### config.mk
export PLATFORM = sky130hd
export DESIGN_NAME = alu_arbiter
export DESIGN_NICKNAME = d
export VERILOG_FILES = /design/src/rtl/alu_pkg.sv /design/src/rtl/alu_arbiter_rr_arb2.sv /design/src/rtl/alu_arbiter.sv
export SDC_FILE = /design/constraint.sdc
export NUM_CORES = 1
export LEC_CHECK = 0
export CAP_MARGIN = 25
export CELL_PAD_IN_SITES_DETAIL_PLACEMENT = 1
export CELL_PAD_IN_SITES_GLOBAL_PLACEMENT = 2
export CORE_AREA = 2 2 168 153
export DETAILED_ROUTE_END_ITERATION = 10
export DIE_AREA = 0 0 170 155
export MAX_ROUTING_LAYER = met4
export PLACE_DENSITY = 0.95
export SLEW_MARGIN = 10
export SYNTH_ARGS = -nofsm -noshare
export SYNTH_HDL_FRONTEND = slang
export SYNTH_SLANG_ARGS = --single-unit
### constraint.sdc
create_clock -name clk -period 12.85 [get_ports clk]
set_input_delay 2.57 -clock clk [delete_from_list [all_inputs] [get_ports clk]]
set_output_delay 2.57 -clock clk [all_outputs]
set_load 0.01 [all_outputs]
### src/rtl/alu_pkg.sv
// Shared select codes, FSM state encoding and legality check for the ALU arbiter.
// Latency: n/a (declarations only).
// Backpressure: n/a.
package alu_pkg;

  localparam logic [3:0] ALU_AND = 4'b0000;
  localparam logic [3:0] ALU_OR  = 4'b0001;
  localparam logic [3:0] ALU_ADD = 4'b0010;
  localparam logic [3:0] ALU_MUL = 4'b0011;
  localparam logic [3:0] ALU_SUB = 4'b0110;
  localparam logic [3:0] ALU_SLT = 4'b0111;

  typedef enum logic [1:0] {
    ST_IDLE  = 2'd0,
    ST_ISSUE = 2'd1,
    ST_RESP  = 2'd2
  } state_e;

  // True for the six operations the external ALU implements.
  function automatic logic alu_sel_legal(input logic [3:0] sel);
    case (sel)
      ALU_AND, ALU_OR, ALU_ADD, ALU_MUL, ALU_SUB, ALU_SLT: return 1'b1;
      default:                                            return 1'b0;
    endcase
  endfunction

endpackage

### src/rtl/alu_arbiter_rr_arb2.sv
// Two-input round-robin grant: a lone requester wins, a tie goes to the port not granted last.
// Latency: purely combinational.
// Backpressure: none; the caller decides whether the grant is used.
module rr_arb2 (
  input  logic [1:0] valid,
  input  logic       last_grant,
  output logic [1:0] grant
);

  // One-hot grant; on a tie the port opposite last_grant wins.
  always_comb begin
    grant = 2'b00;
    if (valid == 2'b11) begin
      grant = last_grant ? 2'b01 : 2'b10;
    end else begin
      grant = valid;
    end
  end

endmodule

### src/rtl/alu_arbiter.sv
// Shares one external single-cycle ALU between two requesters with round-robin arbitration.
// Latency: 2 edges from request accept to response valid; one operation per 2 cycles at best.
// Backpressure: a pending response stalls all new requests until its port's ready is seen.
module alu_arbiter
  import alu_pkg::*;
#(
  parameter int WIDTH = 32,
  parameter int SEL_W = 4
) (
  input  logic             clk,
  input  logic             reset,
  input  logic             req0_valid,
  output logic             req0_ready,
  input  logic [WIDTH-1:0] req0_op1,
  input  logic [WIDTH-1:0] req0_op2,
  input  logic [SEL_W-1:0] req0_sel,
  input  logic             req1_valid,
  output logic             req1_ready,
  input  logic [WIDTH-1:0] req1_op1,
  input  logic [WIDTH-1:0] req1_op2,
  input  logic [SEL_W-1:0] req1_sel,
  output logic             rsp0_valid,
  input  logic             rsp0_ready,
  output logic [WIDTH-1:0] rsp0_result,
  output logic             rsp0_zero,
  output logic             rsp0_err,
  output logic             rsp1_valid,
  input  logic             rsp1_ready,
  output logic [WIDTH-1:0] rsp1_result,
  output logic             rsp1_zero,
  output logic             rsp1_err,
  output logic [WIDTH-1:0] alu_op1,
  output logic [WIDTH-1:0] alu_op2,
  output logic [SEL_W-1:0] alu_sel,
  input  logic [WIDTH-1:0] alu_result
);

  state_e                  state_q, state_d;
  logic                    last_q, last_d;
  logic                    gnt_q, gnt_d;
  logic [WIDTH-1:0]        op1_q, op1_d, op2_q, op2_d;
  logic [SEL_W-1:0]        sel_q, sel_d;
  logic [1:0]              rsp_vld_q, rsp_vld_d;
  logic [1:0][WIDTH-1:0]   res_q, res_d;
  logic [1:0]              zero_q, zero_d;
  logic [1:0]              err_q, err_d;

  logic [1:0] req_vld;
  logic [1:0] rsp_rdy;
  logic [1:0] arb_gnt;
  logic [1:0] req_rdy;
  logic       arb_last;
  logic       rsp_hs;
  logic       can_accept;
  logic       accept;

  assign req_vld = {req1_valid, req0_valid};
  assign rsp_rdy = {rsp1_ready, rsp0_ready};

  // Response handshake of the operation currently held in RESP.
  assign rsp_hs = (state_q == ST_RESP) && rsp_vld_q[gnt_q] && rsp_rdy[gnt_q];

  // While completing in RESP, the completing port already counts as last granted.
  assign arb_last = (state_q == ST_RESP) ? gnt_q : last_q;

  rr_arb2 u_arb (
    .valid      (req_vld),
    .last_grant (arb_last),
    .grant      (arb_gnt)
  );

  assign can_accept = (state_q == ST_IDLE) || rsp_hs;
  assign req_rdy    = (can_accept && !reset) ? arb_gnt : 2'b00;
  assign accept     = |req_rdy;

  // Next-state logic: operand capture on accept, result capture in ISSUE, release in RESP.
  always_comb begin
    state_d   = state_q;
    last_d    = last_q;
    gnt_d     = gnt_q;
    op1_d     = op1_q;
    op2_d     = op2_q;
    sel_d     = sel_q;
    rsp_vld_d = rsp_vld_q;
    res_d     = res_q;
    zero_d    = zero_q;
    err_d     = err_q;

    if (accept) begin
      gnt_d = req_rdy[1];
      op1_d = req_rdy[1] ? req1_op1 : req0_op1;
      op2_d = req_rdy[1] ? req1_op2 : req0_op2;
      sel_d = req_rdy[1] ? req1_sel : req0_sel;
    end

    case (state_q)
      ST_IDLE: begin
        if (accept) state_d = ST_ISSUE;
      end
      ST_ISSUE: begin
        rsp_vld_d[gnt_q] = 1'b1;
        if (alu_sel_legal(sel_q)) begin
          res_d[gnt_q]  = alu_result;
          zero_d[gnt_q] = (alu_result == '0);
          err_d[gnt_q]  = 1'b0;
        end else begin
          res_d[gnt_q]  = '0;
          zero_d[gnt_q] = 1'b1;
          err_d[gnt_q]  = 1'b1;
        end
        state_d = ST_RESP;
      end
      ST_RESP: begin
        if (rsp_hs) begin
          rsp_vld_d[gnt_q] = 1'b0;
          last_d           = gnt_q;
          state_d          = accept ? ST_ISSUE : ST_IDLE;
        end
      end
      default: state_d = ST_IDLE;
    endcase
  end

  // State, ALU input and response registers; reset discards any in-flight work.
  always_ff @(posedge clk or posedge reset) begin
    if (reset) begin
      state_q   <= ST_IDLE;
      last_q    <= 1'b1;
      gnt_q     <= 1'b0;
      op1_q     <= '0;
      op2_q     <= '0;
      sel_q     <= '0;
      rsp_vld_q <= '0;
      res_q     <= '0;
      zero_q    <= '0;
      err_q     <= '0;
    end else begin
      state_q   <= state_d;
      last_q    <= last_d;
      gnt_q     <= gnt_d;
      op1_q     <= op1_d;
      op2_q     <= op2_d;
      sel_q     <= sel_d;
      rsp_vld_q <= rsp_vld_d;
      res_q     <= res_d;
      zero_q    <= zero_d;
      err_q     <= err_d;
    end
  end

  assign req0_ready  = req_rdy[0];
  assign req1_ready  = req_rdy[1];
  assign rsp0_valid  = rsp_vld_q[0];
  assign rsp1_valid  = rsp_vld_q[1];
  assign rsp0_result = res_q[0];
  assign rsp1_result = res_q[1];
  assign rsp0_zero   = zero_q[0];
  assign rsp1_zero   = zero_q[1];
  assign rsp0_err    = err_q[0];
  assign rsp1_err    = err_q[1];
  assign alu_op1     = op1_q;
  assign alu_op2     = op2_q;
  assign alu_sel     = sel_q;

endmodule

==> Yosys cells after proc, flatten, opt, wreduce, memory -nomap -nowiden <==
Index checks and enable logic that the tools add are counted.
{ "word_totals": {"word_cells": 74, "reg_bits": 142, "out_inout_bits": 140, "in_bits": 174} }
{ "classes": {"eq_ne": 10, "reduce_logical": 15, "bitwise": 8, "magnitude_cmp": 2, "n_mux": 28} }
{ "ops": {"columns": ["op", "count"], "rows": [
  ["32-bit 2-to-1 mux", 3],
  ["64-bit bitwise AND", 1],
  ["64-bit bitwise mux", 1],
  ["64-bit 2-to-1 mux", 1],
  ["64-bit inverter", 1],
  ["32-bit demux with 1-bit select", 1],
  ["32-bit logical NOT", 1],
  ["2-bit 2-to-1 mux", 8],
  ["1-bit 2-to-1 mux", 9],
  ["4-bit by 2-bit == test with 1-bit output (second input constant)", 2],
  ["4-bit by 3-bit == test with 1-bit output (second input constant)", 2],
  ["2-bit OR", 3],
  ["2-bit one-hot mux with 3 select lines", 1],
  ["2-bit AND reduction", 3],
  ["6-bit OR reduction", 1],
  ["2-bit bitwise AND", 2],
  ["2-bit == test (second input constant)", 2],
  ["4-bit by 1-bit == test with 1-bit output (second input constant)", 1],
  ["1-bit logical AND", 4],
  ["4-bit logical NOT", 1],
  ["4-bit 2-to-1 mux", 1],
  ["2-bit != test (second input constant)", 2],
  ["2-bit one-hot mux with 2 select lines", 1],
  ["2-bit bitwise mux", 1],
  ["10 further kinds", 10]
]} }

==> Logic depth before layout (Yosys ltp) <==
Gate-level depths: netlist of run 1.
{ "logic_depth": {"word_depth": 11, "ltp_mapped": 7, "mapped_depth_nobuf": 4} }

==> Hierarchy <==
From an unflattened synthesis of run 1, not the netlist that was laid out.
{ "hier_totals": {"hier_cells": 647, "hier_area_um2": 6498.7} }
{ "by_module_without_submodules": {"columns": ["module", "instances", "area_per_inst_um2", "seq_area_each_um2", "cells_per_inst"], "rows": [
  ["alu_arbiter", 1, 6480.0, 3554.7, 644],
  ["rr_arb2", 1, 18.8, 0.0, 3]
]} }

==> Worst setup path before layout of run 1 <==
OpenSTA, ideal clock, no wires.
{ "synth_timing": {"kind": "input to output", "startpoint": "in rsp0_ready", "endpoint": "out req1_ready", "n_path_buf": 1, "t_required_ns": 10.280, "setup_slack_ns": 6.630, "path_stages": 4, "arrival_ns": 3.650, "path_cell_list": "nand3b_4 a311o_1 a211oi_4 buf_6"} }
{ "synth_via": {"elab_chain_cells": 6} }
{ "synth_lines": {"columns": ["item", "line_no", "rtl"], "rows": [
  ["from (decl)", "alu_arbiter.sv:23", "input logic rsp0_ready,"],
  ["1-bit 2-to-1 mux (not written as such) (2 in series)", "alu_arbiter.sv:61", "assign rsp_hs = (state_q == ST_RESP) && rsp_vld_q[gnt_q] && rsp_rdy[gnt_q];"],
  ["1-bit logical AND", "alu_arbiter.sv:61", null],
  ["1-bit logical OR", "alu_arbiter.sv:72", "assign can_accept = (state_q == ST_IDLE) || rsp_hs;"],
  ["1-bit logical AND", "alu_arbiter.sv:73", "assign req_rdy = (can_accept && !reset) ? arb_gnt : 2'b00;"],
  ["2-bit 2-to-1 mux", "alu_arbiter.sv:73", null],
  ["to (decl)", "alu_arbiter.sv:18", "output logic req1_ready,"]
]} }
No other way between the ends. The select of a mux whose other input is x is not followed.

==> Final worst setup path of run 1 <==
{ "layout_timing": {"startpoint": "in rsp0_ready", "endpoint": "out req0_ready"} }
{ "layout_via": {"elab_chain_cells": 6} }
{ "layout_lines": {"columns": ["item", "line_no", "rtl"], "rows": [
  ["1-bit 2-to-1 mux (not written as such) (2 in series)", "alu_arbiter.sv:61", null],
  ["1-bit logical AND", "alu_arbiter.sv:61", null],
  ["1-bit logical OR", "alu_arbiter.sv:72", null],
  ["1-bit logical AND", "alu_arbiter.sv:73", null],
  ["2-bit 2-to-1 mux", "alu_arbiter.sv:73", null],
  ["to (decl)", "alu_arbiter.sv:13", "output logic req0_ready,"]
]} }
No other way between the ends. The select of a mux whose other input is x is not followed.

==> results.py, run 1 <==
metrics = {
    "placement": {
        "dp_cells": 1122,
        "portBuffers": 313,
        "dp_hpwl_mm": 15.76,
        "gp_congestion": 0.8053,
    },
    "worst_setup_path": {
        "critPathCaptureType": "primary output",
        "cpMaxStageDelayCell": "clkdlybuf4s50_1",
        "startpoint_type": "input port",
        "path_class": "in -> out",
        "r2r-end": "alu_op2[30]",
        "crit_buf_inv": 4,
        "slowest_delay_ps": 670,
        "reg2reg_depth": 6,
        "cp_top_family": "buffers and inverters",
        "reg2reg_slack_ps": 9910,
        "required_ps": 10280,
        "crit_chain": "clkdlybuf4s50_1 -> nand3b_4 -> a311oi_4 -> buf_4 -> o211a_2 -> buf_4 -> clkdlybuf4s50_1",
        "r2r-start": "gnt_q",
        "critPathMaxFanout": 70,
        "cp_data_arrival_time_ps": 5840,
    },
    "synthesis": {
        "ys_warn_count": 0,
        "avgSynthCellArea_um2": 11.30,
        "ys_types": 29,
        "ys_seq_area_share_pct": 58.49,
        "synth_area_um2": 6077,
        "synthesis.nets": 712,
        "ys_ff_latch": 142,
        "syn_inst": 538,
    },
    "routing": {
        "ant_nets": 0,
        "totalWireLength_mm": 22.62,
        "wire_per_inst_um": 19.56,
        "remaining_drc_errors": 0,
        "vias_per_cell": 4.811,
        "drt_iter0_markers": 238,
        "first_pass_iters": 5,
        "vias": 5561,
    },
    "power_and_ir_drop": {
        "powerDensity_nw_per_um2": 228.0,
        "ir_drop_mv": 0.08053,
        "leakage_uw": 0.004145,
        "p_total_uw": 2282,
    },
    "floorplanning": {
        "core.rowCount": 55,
        "start_util_pct": 24.53,
        "io_pins": 314,
        "core_um2": 24770,
        "die_height_um": 155,
        "die-area_um2": 26350,
        "die_width_um": 170,
    },
    "timing": {
        "finalCritPeriodShare_pct": 65.48,
        "hold_viol": 0,
        "relSlewSlack_pct": 40.91,
        "tightestPinTransition_ps": 886.3,
        "finClkSkew_ps": 16.36,
        "setup_viol": 0,
        "rsz0062_at_grt": "false",
        "drv_slew": 0,
        "whs_ps": 479.9,
        "period_minus_slack_ps": 8414,
        "fmax_mhz": 118.8,
        "finalSetupTns_ps": 0,
    },
    "cells_and_area": {
        "fin_util_pct": 40.40,
        "area_growth_pct": 64.69,
        "stdcell_count": 1156,
        "drive_above_1_share_pct": 6.532,
        "num-nets-final": 1003,
    },
    "grt": {
        "grt_pass1_wl_mm": 34.59,
        "antenna_found_initial": 1,
        "grt-ovfl-total": 0,
        "grtUsageTotal_pct": 17.63,
        "grt_max_degree": 76,
        "grt_pass1_vias": 6131,
    },
    "clocking": {
        "cts_inserted_buffers": 17,
        "worstSkewPairLatency_ps": 430,
        "holdBufCountCts": 0,
        "clockRootBuffer": "clkbuf_16",
        "postCtsResizedCells": 0,
        "cts.clk_slew.worst_paths_ps": 60,
        "cts_tree": "yes",
        "clock-sinks": 142,
        "clk_path_buf_depth": 2,
        "htree_levels": 4,
        "post_cts_buffers": 0,
    },
    "min_path": {
        "hold_depth": 2,
        "hold_start": "rsp1_result[8]",
        "holdPathEnd": "rsp1_result[8]",
        "hold_class": "reg -> reg",
    },
    "flow_run": {
        "cap_violations": 0,
    },
    "run_status": {
        "outcome": "complete, no violations",
    },
}
[worst max-delay path by stage]
stage,start,endpoint,depth (start not counted)
after floorplan,reset,async pin,1
after global placement,rsp0_ready,req0_ready,7
after detailed placement,rsp0_ready,req0_ready,7
after CTS,rsp0_ready,req0_ready,7
after global routing,rsp0_ready,req0_ready,7
final,rsp0_ready,req0_ready,7
[stage by stage]
stage / cell area (um^2) / setup slack [ps]
2_1_floorplan: 6077 / 6472
3_3_place_gp: 9364 / 4457
3_5_place_dp: 9404 / 4481
4_1_cts: 9986 / 4474
5_1_grt: 10010 / 4294
6_report: 10010 / 4436
[cells by family (layout without fill, tap and decap cells)]
| family | count (synthesis) | in the layout | synth area share (%) |
|---|---|---|---|
| AO/OA/AOI/OAI | 213 | 213 | 26.60 |
| flip-flops | 142 | 142 | 58.49 |
| AND/OR/NAND/NOR | 126 | 126 | 8.812 |
| buffers and inverters | 53 | 357 | 5.312 |
| multiplexers | 4 | 4 | 0.7823 |
| other | 0 | 1 | 0 |
[per-layer routing]
layer | routed length [um] | global-route usage (%) | share of wire (%)
met1 | 9466 | 20.62 | 42
met2 | 10970 | 29.15 | 48
met3 | 1865 | 5.571 | 8.2
met4 | 319 | 5.250 | 1.4
met5 | 0 | - | 0
[flip-flops by register name (all words and copies together), names as in the netlist, named ones only]
| name | cells |
|---|---|
| alu_op1 | 32 |
| alu_op2 | 32 |
| alu_sel | 4 |
| gnt_q | 1 |
| last_q | 1 |
| rsp0_result | 32 |
| rsp1_result | 32 |
| state_q | 2 |
| zero_q | 2 |
[area by class of cell]
cell class / count / area [um^2]
Clock inverter: 14 / 142.6
Fill cell: 2691 / 14770
Timing Repair Buffer: 321 / 3231
Clock buffer: 18 / 439.2
Multi-Input combinational cell: 343 / 2227
Antenna cell: 1 / 2.502
Tap cell: 313 / 391.6
Sequential cell: 142 / 3555
Inverter: 4 / 20.02
[tightest hold or removal path, cell delays in order (launching register included)]
cell	delay (ps)
dfrtp_1	340
nand2_1	50
o21ai_0	60
[synth_stat cells]
library cell	count	area, um^2
dfrtp_1	141	3528
nand2_1	100	375.4
a221o_1	68	680.7
a21boi_0	67	503.0
o21ai_0	67	335.3
clkbuf_1	30	112.6
buf_6	16	180.2
nor4_1	8	50.05
nor2_1	6	22.52
a21oi_1	5	25.02
inv_1	4	15.01
nand3_1	4	20.02
buf_2	3	15.01
mux2_2	2	22.52
nand4_1	2	12.51
nor2b_1	2	12.51
a211oi_4	1	20.02
a311o_1	1	10.01
a311oi_2	1	15.01
a31oi_1	1	6.260
and2_1	1	6.260
dfstp_2	1	26.28
mux2_4	1	15.01
mux2i_1	1	10.01
nand3_2	1	10.01
nand3b_4	1	20.02
o211a_1	1	10.01
o21bai_2	1	11.26
or2_1	1	6.260
[where the power goes]
part	leakage (uW)	switching [uW]	total, uW	internal, uW
clock	0.000289	233	498	265
sequential	0.00178	121	766	644
combinational	0.00207	456	1020	561
total	0.00415	811	2280	1470
[cell usage in the layout, fill, tap and decap left out, types with 2 or more instances in the layout]
cell type / count
clkdlybuf4s50_1: 313
dfrtp_1: 141
nand2_1: 98
a221o_1: 68
a21boi_0: 67
o21ai_0: 67
clkbuf_16: 17
nor4_1: 8
inv_6: 7
nor2_1: 6
inv_8: 5
buf_4: 5
nand3_1: 4
a21oi_1: 4
inv_1: 3
buf_12: 3
nor2b_1: 2
nand2_2: 2
nand4_1: 2
mux2_2: 2
clkinv_4: 2
(Power assumes the default switching activity.)
==> run 2: changes to the inputs <==
Settings changed: CORE_AREA 2 2 168 153 to 2 2 175 160, DIE_AREA 0 0 170 155 to 0 0 177 162, PLACE_DENSITY 0.95 to 0.89.
Clock period 12.85 ns to 8.6 ns, I/O delays scaled along.
==> run 2 against run 1 <==
Non-clock buffer count fell by 1; critical path depth fell by 1; setup slack got worse by 2400 ps; combinational power rose by 48%; sequential share of layout area fell by 0.32 points; routed wire length rose by 0.89%; register-to-register slack got worse by 4200 ps; sequential cell count did not move; first-iteration DRC count rose by 18%; clock skew fell by 5.6 ps; clock power rose by 64%; final cell count rose by 3.3%; largest cell class unchanged.
==> results.py, run 2 (synthesized netlist as in run 1, its figures left out) <==
metrics = {
    "timing": {
        "finalSetupTns_ps": 0,
        "fmax_mhz": 152.0,
        "relSlewSlack_pct": 40.39,
        "hold_viol": 0,
        "period_minus_slack_ps": 6580,
        "finalCritPeriodShare_pct": 76.51,
        "tightestPinTransition_ps": 894.2,
        "whs_ps": 474.3,
        "drv_slew": 0,
        "rsz0062_at_grt": "false",
        "finClkSkew_ps": 10.73,
        "setup_viol": 0,
    },
    "cells_and_area": {
        "num-nets-final": 1002,
        "seqCellArea_um2": 3555,
        "fillers": 2907,
        "layout_common_cells": "313 x clkdlybuf4s50_1, 141 x dfrtp_1, 98 x nand2_1",
        "drive_above_1_share_pct": 6.198,
        "fin_util_pct": 37.76,
        "multi_input_area_um2": 2235,
        "area_growth_pct": 66.19,
        "final_common_cell": "clkdlybuf4s50_1",
    },
    "worst_setup_path": {
        "cpMostUsedCell": "clkdlybuf4s50_1",
        "cp_data_arrival_time_ps": 4860,
        "cpMaxStageDelayCell": "o211a_4",
        "path_class": "in -> out",
        "slowest_delay_ps": 850,
        "reg2reg_depth": 5,
        "required_ps": 6880,
        "crit_chain": "clkdlybuf4s50_1 -> nand3b_4 -> a311oi_4 -> buf_4 -> o211a_4 -> clkdlybuf4s50_1",
        "critPathMaxFanout": 70,
        "critPathCaptureType": "primary output",
        "startpoint_type": "input port",
    },
    "clocking": {
        "clockRootBuffer": "clkbuf_16",
        "postCtsResizedCells": 0,
        "clock-sinks": 142,
        "worstSkewPairLatency_ps": 420,
        "htree_levels": 4,
        "cts.clk_slew.worst_paths_ps": 60,
        "cts_inserted_buffers": 17,
        "post_cts_buffers": 0,
        "holdBufCountCts": 0,
        "clk_path_buf_depth": 2,
        "cts_tree": "yes",
    },
    "routing": {
        "drt_iter0_markers": 280,
        "first_pass_iters": 4,
        "remaining_drc_errors": 0,
        "vias_per_cell": 4.603,
        "ant_nets": 0,
        "wire_per_inst_um": 19.11,
        "totalWireLength_mm": 22.82,
        "vias": 5496,
    },
    "min_path": {
        "hold_depth": 2,
        "hold_class": "reg -> reg",
    },
    "power_and_ir_drop": {
        "leakage_uw": 0.004151,
        "ir_drop_mv": 0.1309,
        "powerDensity_nw_per_um2": 344.3,
    },
    "grt": {
        "grt_pass1_vias": 6066,
        "grt_pass1_wl_mm": 35.09,
        "grt_max_degree": 75,
        "grt-ovfl-total": 0,
        "grtUsageTotal_pct": 16.44,
        "antenna_found_initial": 1,
    },
    "placement": {
        "gp_congestion": 0.7926,
        "portBuffers": 313,
        "dp_hpwl_mm": 16.18,
    },
    "floorplanning": {
        "die-area_um2": 28670,
        "die_width_um": 177,
        "die_height_um": 162,
        "core_um2": 26740,
        "start_util_pct": 22.72,
        "core.rowCount": 57,
        "io_pins": 314,
    },
    "flow_run": {
        "cap_violations": 0,
    },
    "run_status": {
        "outcome": "complete, no violations",
    },
}
## run 2: changes by cell type in the layout (fill, tap and decap cells not counted), moves of 2 or more
cell | previous run | this run
bufinv_16 | 0 | 5
clkinvlp_4 | 0 | 2
inv_8 | 5 | 0
inv_6 | 7 | 3
buf_12 | 3 | 0
## run 2: area by class of cell
| cell class | count | area share [%] |
|---|---|---|
| repair buffers | 320 | 31.74 |
| inverters | 4 | 0.1982 |
| multi-input cells | 343 | 22.13 |
| flip-flops and latches | 142 | 35.20 |
| clock inverters | 13 | 2.118 |
| clock buffers | 17 | 4.212 |
| well taps | 354 | 4.386 |
| diodes | 1 | 0.02478 |
## run 2: through the flow
| stage | instance area (um^2) | setup WS [ps] | power, uW | cells |
|---|---|---|---|---|
| global placement | 9430 | 2024 | 2627 | 1162 |
| finish | 10100 | 2020 | 3477 | 1194 |
| global route | 10100 | 1868 | 3702 | 1194 |
| detailed placement | 9430 | 1912 | 2665 | 1162 |
| floorplan | 6077 | 3072 | 1809 | 538 |
| CTS | 10070 | 1906 | 3509 | 1192 |
## run 2: routing by layer
metal	global-route usage, %	share of wire (%)
met1	19.51	42
met2	26.30	47
met3	6.390	9.6
met4	3.794	0.91
met5	-	0
## run 2: report_power, final
part	internal (uW)	leakage [uW]	switching (uW)
sequential	964	0.00178	183
clock	514	0.000306	302
combinational	838	0.00206	676
## run 2: critical path: cells and delay by family
family | cells | cell delay, ps
buf+inv | 3 | 1840
compound gates | 2 | 1160
simple gates | 1 | 120
## run 2: worst paths after layout
| check | end | slack (ps) | start |
|---|---|---|---|
| setup / recovery | req0_ready | 2020 | rsp0_ready |
| hold / removal | rsp0_result[16] | 470 | rsp0_result[16] |
| setup reg to reg | alu_op1[3] | 5740 | gnt_q |
| hold reg to reg | rsp0_result[16] | 470 | rsp0_result[16] |
| max in group asynchronous | alu_op1[7] | 5300 | reset |
| min in group asynchronous | gnt_q | 1920 | reset |
==> run 3: changes to the inputs <==
Clock period 8.6 ns to 6.7 ns, I/O delays scaled along.
==> run 3 against run 2 <==
Sequential share of layout area increased by 0.21 points; global-route usage increased by 0.16 points; sequential cell count unchanged; cell area decreased by 0.60%; routed wire length increased by 1.6%; worst hold slack improved by 3.6 ps; critical path depth decreased by 1; count of clock-buffer cells in the layout increased by 1; clock skew increased by 4.7 ps; sequential power increased by 28%; die area unchanged.
==> results.py, run 3 (synthesized netlist as in run 1, its figures left out) <==
metrics = {
    "cells_and_area": {
        "fillers": 2966,
        "layout_common_cells": "313 x clkdlybuf4s50_1, 141 x dfrtp_1, 98 x nand2_1",
        "area_growth_pct": 65.20,
        "stdcell_area_um2": 10040,
        "drive_above_1_share_pct": 6.524,
        "num-nets-final": 1004,
        "final_common_cell": "clkdlybuf4s50_1",
    },
    "grt": {
        "grt_max_degree": 70,
        "grt_pass1_vias": 6079,
        "antenna_found_initial": 2,
        "grt-ovfl-total": 0,
        "grtUsageTotal_pct": 16.60,
        "grt_pass1_wl_mm": 35.27,
    },
    "power_and_ir_drop": {
        "ir_drop_mv": 0.1380,
        "leakage_uw": 0.004118,
        "powerDensity_nw_per_um2": 433.3,
        "p_total_uw": 4350,
    },
    "timing": {
        "period_minus_slack_ps": 4620,
        "tightestPinTransition_ps": 828.3,
        "fin_ws_ps": 2080,
        "relSlewSlack_pct": 44.78,
        "finalCritPeriodShare_pct": 68.96,
        "finClkSkew_ps": 15.42,
        "drv_slew": 0,
        "setup_viol": 0,
        "hold_viol": 0,
        "fmax_mhz": 216.4,
        "finalSetupTns_ps": 0,
        "rsz0062_at_grt": "false",
    },
    "placement": {
        "portBuffers": 313,
        "dpl_cell_area_um2": 9445,
        "pre_cts_slack_ps": 2065,
        "dp_hpwl_mm": 16.44,
        "gp_congestion": 0.7889,
    },
    "worst_setup_path": {
        "path_class": "in -> out",
        "r2r-end": "alu_op1[2]",
        "cpMostUsedCell": "clkdlybuf4s50_1",
        "r2r-start": "state_q[1]",
        "reg2reg_slack_ps": 4150,
        "crit_chain": "clkdlybuf4s50_1 -> nand3b_4 -> a311o_1 -> a211oi_4 -> clkdlybuf4s50_1",
        "critPathCaptureType": "primary output",
        "slowest_delay_ps": 600,
        "crit_buf_inv": 2,
        "required_ps": 5360,
        "startpoint_type": "input port",
        "cp_data_arrival_time_ps": 3280,
        "reg2reg_depth": 5,
        "cpMaxStageDelayCell": "clkdlybuf4s50_1",
        "critPathMaxFanout": 3,
        "cp_top_family": "buffers and inverters",
    },
    "routing": {
        "remaining_drc_errors": 0,
        "vias_per_cell": 4.651,
        "wire_per_inst_um": 19.33,
        "ant_nets": 0,
        "vias": 5577,
        "drt_iter0_markers": 278,
        "first_pass_iters": 4,
        "totalWireLength_mm": 23.18,
    },
    "floorplanning": {
        "io_pins": 314,
        "core_um2": 26740,
        "core.rowCount": 57,
        "die-area_um2": 28670,
        "die_width_um": 177,
        "die_height_um": 162,
        "start_util_pct": 22.72,
    },
    "clocking": {
        "clock-sinks": 142,
        "worstSkewPairLatency_ps": 420,
        "clk_path_buf_depth": 2,
        "cts_tree": "yes",
        "htree_levels": 4,
        "clockRootBuffer": "clkbuf_16",
        "postCtsResizedCells": 0,
        "cts.clk_slew.worst_paths_ps": 60,
        "holdBufCountCts": 0,
        "post_cts_buffers": 0,
        "cts_inserted_buffers": 17,
    },
    "min_path": {
        "hold_start": "rsp1_result[24]",
        "hold_depth": 2,
        "hold_class": "reg -> reg",
        "holdPathEnd": "rsp1_result[24]",
    },
    "flow_run": {
        "cap_violations": 0,
    },
    "run_status": {
        "outcome": "complete, no violations",
    },
}
-- run 3: worst register-to-register path: stages, from the launching register on --
cell	delay (ps)
dfrtp_1	540
nor2b_1	310
mux2_4	360
a211oi_4	270
buf_4	670
a221o_1	340
-- run 3: worst max-delay path by stage --
stage | from | endpoint | cells after the start
2_1_floorplan | reset | async pin | 1
3_3_place_gp | rsp0_ready | req1_ready | 5
3_5_place_dp | rsp0_ready | req1_ready | 5
4_1_cts | rsp0_ready | req1_ready | 5
5_1_grt | rsp0_ready | req1_ready | 5
6_report | rsp0_ready | req1_ready | 5
-- run 3: metrics by stage --
step	std cells	hold slack (ps)	util [%]
floorplan	538	514.7	-
global placement	1164	461.8	35.32
detailed placement	1164	469.1	35.32
CTS	1196	483.3	37.42
global route	1199	504.8	37.54
finish	1199	477.9	37.54
-- run 3: routing by layer --
metal	GRT usage [%]	routed length, um	share of wire [%]
met2	26.42	10900	47
met3	6.835	2156	9.3
met1	19.76	9926	43
met4	3.381	194	0.84
met5	-	0	0
-- run 3: report_power, final --
group / switching (uW) / internal (uW) / total, uW
Sequential: 233 / 1240 / 1470
Clock: 412 / 518 / 930
Combinational: 873 / 1080 / 1950
-- run 3: area by class of cell --
cell class	count	area [um^2]	share of cell area (%)
timing repair buffer	322	3221	32.08
multi-input combinational	343	2235	22.26
clock inverter	14	132.6	1.321
tap	354	442.9	4.412
inverter	4	20.02	0.1994
antenna	2	5.005	0.04985
sequential	142	3555	35.41
clock buffer	18	429.2	4.275
